$ cat src/rtl/pipeline_hazard_ctrl.sv
// Central stall/flush sequencer for the 8-bit 5-stage pipeline.
// Covers load-use, branch squash, data-memory waits and halt/drain.
module pipeline_hazard_ctrl #(
  parameter int DRAIN_CYCLES = 2,
  parameter int MEM_TIMEOUT  = 255,
  parameter int STALL_CNT_W  = 16
) (
  input  logic                   clk,
  input  logic                   reset,
  input  logic [2:0]             id_rs_a,
  input  logic [2:0]             id_rs_b,
  input  logic                   id_uses_a,
  input  logic                   id_uses_b,
  input  logic                   ex_mem_read,
  input  logic [2:0]             ex_rd,
  input  logic                   ex_branch_taken,
  input  logic                   ex_halt,
  input  logic                   mem_req,
  input  logic                   mem_ready,
  output logic                   pc_en,
  output logic                   if_id_en,
  output logic                   id_ex_en,
  output logic                   ex_mem_en,
  output logic                   mem_wb_en,
  output logic                   if_id_flush,
  output logic                   id_ex_flush,
  output logic                   ex_mem_flush,
  output logic                   mem_wb_flush,
  output logic                   done,
  output logic                   mem_err,
  output logic [STALL_CNT_W-1:0] stall_cnt
);

  localparam int DW =
    (DRAIN_CYCLES < 1) ? 1 : $clog2(DRAIN_CYCLES + 1);
  localparam int TW =
    (MEM_TIMEOUT < 1) ? 1 : $clog2(MEM_TIMEOUT + 1);
  localparam logic [TW-1:0] TMO_MAX = TW'(MEM_TIMEOUT);

  localparam logic [1:0] S_RUN   = 2'd0;
  localparam logic [1:0] S_MWAIT = 2'd1;
  localparam logic [1:0] S_DRAIN = 2'd2;
  localparam logic [1:0] S_HALT  = 2'd3;

  // {pc,if_id,id_ex,ex_mem,mem_wb en, if_id,id_ex,ex_mem,mem_wb flush}
  localparam logic [8:0] C_NORM = 9'b11111_0000;
  localparam logic [8:0] C_MSTL = 9'b00001_0001;
  localparam logic [8:0] C_HLT  = 9'b01111_1100;
  localparam logic [8:0] C_BR   = 9'b11111_1100;
  localparam logic [8:0] C_LU   = 9'b00111_0100;
  localparam logic [8:0] C_DRS  = 9'b01101_1101;
  localparam logic [8:0] C_OFF  = 9'b00000_0000;

  logic [1:0]    state, state_nxt;
  logic [DW-1:0] drain_cnt, drain_nxt;
  logic [TW-1:0] tmo_cnt, tmo_nxt;
  logic [8:0]    ctl;
  logic          mem_stall, load_use;
  logic          sel_mstl, sel_halt, sel_br, sel_lu;
  logic          tmo_hit, run_like;

  assign mem_stall = mem_req & ~mem_ready;
  assign load_use  = ex_mem_read &
    ((id_uses_a & (id_rs_a == ex_rd)) |
     (id_uses_b & (id_rs_b == ex_rd)));

  assign sel_mstl = mem_stall;
  assign sel_halt = ~mem_stall & ex_halt;
  assign sel_br   = ~mem_stall & ~ex_halt & ex_branch_taken;
  assign sel_lu   = ~mem_stall & ~ex_halt & ~ex_branch_taken
                  & load_use;

  assign run_like = (state == S_RUN) | (state == S_MWAIT);

  always_comb begin
    ctl       = C_NORM;
    state_nxt = state;
    drain_nxt = drain_cnt;
    tmo_nxt   = tmo_cnt;
    tmo_hit   = 1'b0;
    unique case (state)
      S_RUN, S_MWAIT: begin
        tmo_nxt   = '0;
        state_nxt = S_RUN;
        unique case (1'b1)
          sel_mstl: begin
            ctl       = C_MSTL;
            state_nxt = S_MWAIT;
            if (state == S_RUN)
              tmo_nxt = TW'(1);
            else if (tmo_cnt >= TMO_MAX)
              tmo_nxt = tmo_cnt;
            else
              tmo_nxt = tmo_cnt + TW'(1);
            tmo_hit = (tmo_nxt >= TMO_MAX);
          end
          sel_halt: begin
            ctl       = C_HLT;
            state_nxt = S_DRAIN;
            drain_nxt = DW'(DRAIN_CYCLES);
          end
          sel_br: ctl = C_BR;
          sel_lu: ctl = C_LU;
          default: ctl = C_NORM;
        endcase
      end
      S_DRAIN: begin
        if (mem_stall) begin
          ctl = C_DRS;
        end else begin
          ctl = C_HLT;
          if (drain_cnt <= DW'(1))
            state_nxt = S_HALT;
          if (drain_cnt != '0)
            drain_nxt = drain_cnt - DW'(1);
        end
      end
      default: ctl = C_OFF;
    endcase
  end

  assign {pc_en, if_id_en, id_ex_en, ex_mem_en, mem_wb_en,
          if_id_flush, id_ex_flush, ex_mem_flush,
          mem_wb_flush} = reset ? C_OFF : ctl;
  assign done = ~reset & (state == S_HALT);

  always_ff @(posedge clk) begin
    if (reset) begin
      state     <= S_RUN;
      drain_cnt <= '0;
      tmo_cnt   <= '0;
      mem_err   <= 1'b0;
      stall_cnt <= '0;
    end else begin
      state     <= state_nxt;
      drain_cnt <= drain_nxt;
      tmo_cnt   <= tmo_nxt;
      if (tmo_hit)
        mem_err <= 1'b1;
      if (run_like && !ctl[8] && stall_cnt != '1)
        stall_cnt <= stall_cnt + STALL_CNT_W'(1);
    end
  end

endmodule

$ cat config.mk
export PLATFORM = sky130hd
export DESIGN_NAME = pipeline_hazard_ctrl
export DESIGN_NICKNAME = d
export VERILOG_FILES = /design/src/rtl/pipeline_hazard_ctrl.sv
export SDC_FILE = /design/constraint.sdc
export NUM_CORES = 1
export LEC_CHECK = 0
export BUFFER_PORTS_ARGS = -buffer_cell sky130_fd_sc_hd__clkbuf_2
export CAP_MARGIN = 5
export CORE_ASPECT_RATIO = 1.2
export CORE_MARGIN = 4
export CORE_UTILIZATION = 47
export DETAILED_ROUTE_END_ITERATION = 7
export PLACE_DENSITY = 0.77
export RECOVER_POWER = 25
export SYNTH_ARGS = -nofsm -noshare
export SYNTH_HDL_FRONTEND = slang
export SYNTH_SLANG_ARGS = --single-unit
$ cat constraint.sdc
create_clock -name clk -period 2.05 [get_ports clk]
set_input_delay 0.205 -clock clk [delete_from_list [all_inputs] [get_ports clk]]
set_output_delay 0.205 -clock clk [all_outputs]
set_load 0.05 [all_outputs]
==> flow_metrics.env, run 1 <==
export IMPL_rsz0062_at_grt="yes"
export IMPL_drt_pass1_iterations=4
export IMPL_crit_path_top_delay_cell="or4_1"
export IMPL_io_pins=45
export IMPL_ys_types=45
export IMPL_antenna_found_initial=0
export IMPL_crit_buf_inv=0
export IMPL_post_synth_top_count_cell="dfxtp_1"
export IMPL_gr_total_overflow=0
export IMPL_routed_wl_um=4480
export IMPL_multiInputGateArea_um2=1100
export IMPL_critPathRequiredTime_ns=2.26
export IMPL_final_hold_viol_count=0
export IMPL_r2r_cells=7
export IMPL_dp_hpwl_um=3270
export IMPL_ys_top_cells_by_count="29 x dfxtp_1, 26 x nor2_1, 24 x nand2_1"
export IMPL_synth_edf_count=0
export IMPL_grt_total_usage_pct=19.6
export IMPL_end_kind="register"
export IMPL_reg2reg_from="tmo_cnt[0]"
export IMPL_crit_top_cell="or4_1"
export IMPL_critPathArrivalTime_ns=2.22
export IMPL_cap_viol_max_count=0
export IMPL_avgSynthCellArea_um2=7.60
export IMPL_synth_top_area_share_pct=33.2
export IMPL_die_w_um=63.7
export IMPL_synth_compound_area_share_pct=20.9
export IMPL_synthCells=230
export IMPL_seqCellArea_um2=606
export IMPL_power_leakage_uw=0.000838
export IMPL_syn_nets=252
export IMPL_cts_inserted_buffers=5
export IMPL_synthAdderAreaFrac_pct=2.86
export IMPL_cts_num_sinks=29
export IMPL_r2r_end="mem_err"
export IMPL_grt_pass1_wl_um=7400
export IMPL_synthSimpleGateAreaFrac_pct=29.8
export IMPL_rows=24
export IMPL_ys_seq_elements=29
export IMPL_core_um2=3600
export IMPL_fin_nets=306
export IMPL_first_iter_violations=123
export IMPL_h_tree_depth=2
export IMPL_fin_crit_sh_pct=97.9
export IMPL_ctsHoldBuffers=0
export IMPL_final_cell_area_um2=2200
export IMPL_clock_path_buffers=2
export IMPL_dpl_instance_area_um2=2100
export IMPL_postRouteAntennaNets=0
export IMPL_die_h_um=74.8
export IMPL_async_flop_share_pct=0
export IMPL_design_die_area_um2=4760
export IMPL_critical_path_top_delay_family="simple AND/OR/NAND/NOR gates"
export IMPL_synth_area_mux_share_pct=1.79
export IMPL_post_drt_wl_per_cell_um=13.8
export IMPL_slowest_delay_ns=0.47
export IMPL_total_power_uw=1330
export IMPL_syn2layout_area_growth_pct=26.0
export IMPL_holdPathEnd="state[1]"
export IMPL_status="complete, no violations"
export IMPL_clk_pin_slew_ns=0.06
export IMPL_path_max_fanout=4
export IMPL_tightestPinTransition_ns=0.604
export IMPL_io_buffers=43
export IMPL_root_buffer="clkbuf_8"
export IMPL_grt_max_degree=36
export IMPL_vias=1859
export IMPL_avgViaCountPerCell=5.74
export IMPL_crit_type="register to register"
export IMPL_start_util_pct=48.5
export IMPL_clock_fmax_ghz=0.498
export IMPL_cp_cell_sequence="ha_4 > nand4_4 > or2_4 > mux2i_1 > or4_1 > or4_1 > o21ai_1"
export IMPL_vdd_drop_max_mv=0.463
export IMPL_layout_drive_gt1_share_pct=27.0
export IMPL_yosys_area_share_xor_xnor_pct=5.01
export IMPL_antennaDiodeCount=0
export IMPL_fin_crit_ns=2.01
export IMPL_cp_depth=7
export IMPL_synth_top_family_by_area="simple AND/OR/NAND/NOR gates"
export IMPL_p_per_area_nw_per_um2=603
export IMPL_clock_latency_ns=0.28
export IMPL_ys_warn_count=0
export IMPL_r2r_slack_ns=0.04
export IMPL_synth_area_leaders="dfxtp_1 33%, a21oi_1 6.6%, nor2_1 5.6%"
export IMPL_whs_path_depth=3
export IMPL_gp_congestion=0.951
export IMPL_fillers=340
export IMPL_synth_main_ff_cell="dfxtp_1"
export IMPL_hp_class="input port to register"
export IMPL_setup_viol=0
export IMPL_start_kind="register"
export IMPL_hold_start="ex_halt"
export IMPL_maxSlewHeadroom_pct=59.9
export IMPL_synthesis_area_um2=1750
export IMPL_synth_seq_area_share_pct=33.2
export IMPL_drc_errors=0
export IMPL_finalClockSkew_ns=0.00758
export IMPL_drv_slew=0
export IMPL_yosysTopAreaCell="dfxtp_1"
export IMPL_cts_tree="yes"
export IMPL_grt_pass1_vias=1725
[worst max-delay path by stage]
| stage | start | endpoint | slack, ns |
|---|---|---|---|
| 6_report | tmo_cnt[0] | mem_err | 0.04 |
| 5_1_grt | tmo_cnt[1] | mem_err | -0.04 |
| 4_1_cts | tmo_cnt[1] | mem_err | 0.005 |
| 3_5_place_dp | tmo_cnt[1] | mem_err | 0.02 |
| 3_3_place_gp | tmo_cnt[0] | mem_err | 0.06 |
| 2_1_floorplan | tmo_cnt[0] | mem_err | 0.02 |
[kinds of logic (layout without fill, tap and decap cells)]
| logic type | after synthesis | count (layout) |
|---|---|---|
| buffers and inverters | 21 | 76 |
| DFF | 29 | 29 |
| and+or+nand+nor | 101 | 101 |
| xor gates and xnor gates | 10 | 10 |
| adders and majority gates | 4 | 4 |
| AOI/OAI and AO/OA | 61 | 61 |
| other | 1 | 1 |
| muxes | 3 | 3 |
[cell type report]
type,count,area share (%)
Clock buffer,8,4.09
Inverter,8,1.36
Timing Repair Buffer,60,14.9
Sequential cell,29,27.5
Multi-Input combinational cell,180,49.9
Tap cell,39,2.22
[state kept, by name, indices dropped and copies added (netlist names)]
| register | cells |
|---|---|
| state | 2 |
| stall_cnt | 16 |
| tmo_cnt | 8 |
| drain_cnt | 2 |
| mem_err | 1 |
[through the flow]
step	hold WS (ns)	setup slack [ns]	util (%)	std cells	TNS, ns
after global routing	0.269	-0.0370	61.1	324	-0.0370
after detailed placement	0.461	0.0152	58.2	314	0
after global placement	0.452	0.0610	58.2	314	0
after CTS	0.232	0.00454	61.0	323	0
final	0.244	0.0435	61.1	324	0
after floorplan	0.346	0.0157	-	230	0
[routing by layer]
layer  global-route usage (%)  vias to the layer above  wire, um
met3                     4.78                       15       196
met4                     10.6                        0       129
met5                        0                        -         0
li1                         -                      933         -
met2                     35.8                       44      2310
met1                     21.1                      867      1850
[cells in the final DEF (no fill, tap or decap), types with 6 or more instances in the layout]
cell / netlist / final
nand3_1: 7 / 7
nor2_1: 26 / 25
or4_1: 6 / 6
clkbuf_1: 5 / 13
nor2b_1: 7 / 7
clkbuf_2: 0 / 32
xnor2_1: 8 / 8
dfxtp_1: 29 / 17
buf_4: 1 / 17
a21oi_1: 23 / 23
or3_1: 9 / 9
inv_1: 7 / 7
dfxtp_2: 0 / 8
o21ai_1: 11 / 10
nand2_1: 24 / 24
clkbuf_8: 0 / 6
[where the power goes]
| group | switching (uW) | internal (uW) |
|---|---|---|
| Clock | 217 | 273 |
| Combinational | 165 | 79.9 |
| Sequential | 15.6 | 577 |
| Total | 398 | 930 |
[worst reg2reg max path: cells and delay by family (launching register included)]
family	cells	cell delay, ns
multiplexers	1	0.12
adder cells (fa/ha/maj)	1	0.15
AO/OA/AOI/OAI	1	0.09
AND/OR/NAND/NOR	4	1.22
flip-flops	1	0.36
[repair_timing]
action | in CTS | in global routing
pin swaps | 0 | 4
hold endpoints to repair | 0 | 0
setup buffers | 1 | 1
gates resized for setup | 1 | 3
setup endpoints to repair | 1 | 5
Power figures use the tool's default switching activity.
==> run 2, diff against run 1 <==
--- a/config.mk
+++ b/config.mk
@@ -10,6 +10,7 @@
 export CORE_ASPECT_RATIO = 1.2
 export CORE_MARGIN = 4
 export CORE_UTILIZATION = 47
+export CTS_BUF_LIST = sky130_fd_sc_hd__clkbuf_8 sky130_fd_sc_hd__clkbuf_16
 export DETAILED_ROUTE_END_ITERATION = 7
 export PLACE_DENSITY = 0.77
 export RECOVER_POWER = 25
==> flow_metrics.env, run 2 (synthesized netlist as in run 1, its figures left out) <==
export IMPL_status="complete, no violations"
export IMPL_clock_latency_ns=0.28
export IMPL_avgViaCountPerCell=5.70
export IMPL_cts_num_sinks=29
export IMPL_cts_inserted_buffers=5
export IMPL_die_h_um=74.8
export IMPL_tightestPinTransition_ns=0.604
export IMPL_design_die_area_um2=4760
export IMPL_end_kind="register"
export IMPL_finalClockSkew_ns=0.00629
export IMPL_switching_share_pct=30.1
export IMPL_dpl_instance_area_um2=2100
export IMPL_grt_pass1_vias=1726
export IMPL_first_iter_violations=153
export IMPL_syn2layout_area_growth_pct=26.0
export IMPL_core_um2=3600
export IMPL_dp_hpwl_um=3270
export IMPL_maxSlewHeadroom_pct=59.9
export IMPL_fillers=340
export IMPL_gp_congestion=0.951
export IMPL_critPathRequiredTime_ns=2.26
export IMPL_setup_viol=0
export IMPL_ctsHoldBuffers=0
export IMPL_pwr_share_comb_pct=18.6
export IMPL_multiInputGateArea_um2=1100
export IMPL_largestRegisters="stall_cnt (16), tmo_cnt (8)"
export IMPL_clkPwrFrac_pct=36.4
export IMPL_drv_slew=0
export IMPL_clock_fmax_ghz=0.499
export IMPL_largest_reg_flops=16
export IMPL_post_drt_wl_per_cell_um=13.8
export IMPL_seqCellArea_um2=606
export IMPL_cts_tree="yes"
export IMPL_p_per_area_nw_per_um2=598
export IMPL_pre_cts_slack_ns=0.0152
export IMPL_drt_pass1_iterations=4
export IMPL_layout_commonest_cell="clkbuf_2"
export IMPL_crit_type="register to register"
export IMPL_final_cell_area_um2=2200
export IMPL_p_seq_share_pct=45.0
export IMPL_grt_total_usage_pct=19.6
export IMPL_antennaDiodeCount=0
export IMPL_io_buffers=43
export IMPL_h_tree_depth=2
export IMPL_clk_pin_slew_ns=0.06
export IMPL_crit_end="mem_err"
export IMPL_start_util_pct=48.5
export IMPL_top_register="stall_cnt"
export IMPL_r2r_cells=7
export IMPL_r2r_slack_ns=0.04
export IMPL_root_buffer="clkbuf_8"
export IMPL_reg2reg_from="tmo_cnt[0]"
export IMPL_vdd_drop_max_mv=0.458
export IMPL_antenna_found_initial=0
export IMPL_fin_crit_ns=2.01
export IMPL_layout_setup_ws_ns=0.0449
export IMPL_io_pins=45
export IMPL_fin_crit_sh_pct=97.8
export IMPL_gr_total_overflow=0
export IMPL_cap_viol_max_count=0
export IMPL_path_max_fanout=4
export IMPL_clock_path_buffers=2
export IMPL_switching_power_uw=397
export IMPL_final_cell_mix="32 x clkbuf_2, 25 x nor2_1, 24 x nand2_1"
export IMPL_final_hold_viol_count=0
export IMPL_postRouteAntennaNets=0
export IMPL_r2r_end="mem_err"
export IMPL_layout_drive_gt1_share_pct=27.0
export IMPL_critPathArrivalTime_ns=2.22
export IMPL_rsz0062_at_grt="yes"
export IMPL_hp_class="input port to register"
export IMPL_vias=1846
export IMPL_rows=24
export IMPL_drc_errors=0
export IMPL_grt_pass1_wl_um=7410
export IMPL_die_w_um=63.7
export IMPL_power_leakage_uw=0.000847
export IMPL_critPathLaunch="tmo_cnt[0]"
export IMPL_start_kind="register"
export IMPL_fin_nets=306
export IMPL_internal_power_uw=920
export IMPL_grt_max_degree=36
export IMPL_routed_wl_um=4480
## run 2: layout make-up
cell class | instances | share of cell area (%)
Multi-Input combinational cell | 180 | 49.9
Tap cell | 39 | 2.22
Sequential cell | 29 | 27.5
Clock inverter | 2 | 0.341
Clock buffer | 6 | 3.75
Timing Repair Buffer | 60 | 14.9
Inverter | 8 | 1.36
## run 2: timing repair
| action | CTS | global route |
|---|---|---|
| pin swaps | 0 | 4 |
| setup buffers | 1 | 1 |
| endpoints found under the setup margin | 1 | 5 |
| gates resized for setup | 1 | 3 |
## run 2: layer usage
metal / global-route usage [%] / vias up / wire length [um]
li1: - / 934 / -
met1: 21.1 / 857 / 1860
met2: 35.8 / 42 / 2310
met3: 4.78 / 13 / 192
met4: 10.6 / 0 / 116
met5: 0 / - / 0
## run 2: metrics by stage
| stage | instances | utilization [%] | total power, uW | TNS, ns | hold slack [ns] |
|---|---|---|---|---|---|
| finish | 324 | 61.1 | 1320 | 0 | 0.244 |
| floorplan | 230 | - | 775 | 0 | 0.346 |
| detailed placement | 314 | 58.2 | 848 | 0 | 0.461 |
| global route | 324 | 61.1 | 1370 | -0.0370 | 0.269 |
| global placement | 314 | 58.2 | 843 | 0 | 0.452 |
| CTS | 323 | 61.0 | 1330 | 0 | 0.232 |
## run 2: power groups by stage
stage | clock network [uW] | logic [uW] | registers [uW]
2_1_floorplan | 0 | 151 | 624
3_5_place_dp | 0 | 241 | 607
5_1_grt | 511 | 268 | 595
6_report | 479 | 245 | 593
4_1_cts | 492 | 246 | 592
3_3_place_gp | 0 | 236 | 607
## run 2: critical path, stage by stage (launching register included)
cell,delay (ns)
dfxtp_4,0.36
ha_4,0.15
nand4_4,0.08
or2_4,0.28
mux2i_1,0.12
or4_1,0.39
or4_1,0.47
o21ai_1,0.09
## run 2: worst min-delay path by stage
stage	from	endpoint	slack [ns]	cells past startpoint
CTS	ex_halt	state[1]	0.23	3
global placement	mem_err	mem_err	0.45	2
detailed placement	mem_err	mem_err	0.46	2
finish	ex_halt	state[1]	0.24	3
floorplan	ex_halt	state[1]	0.35	2
global route	ex_halt	state[1]	0.27	3
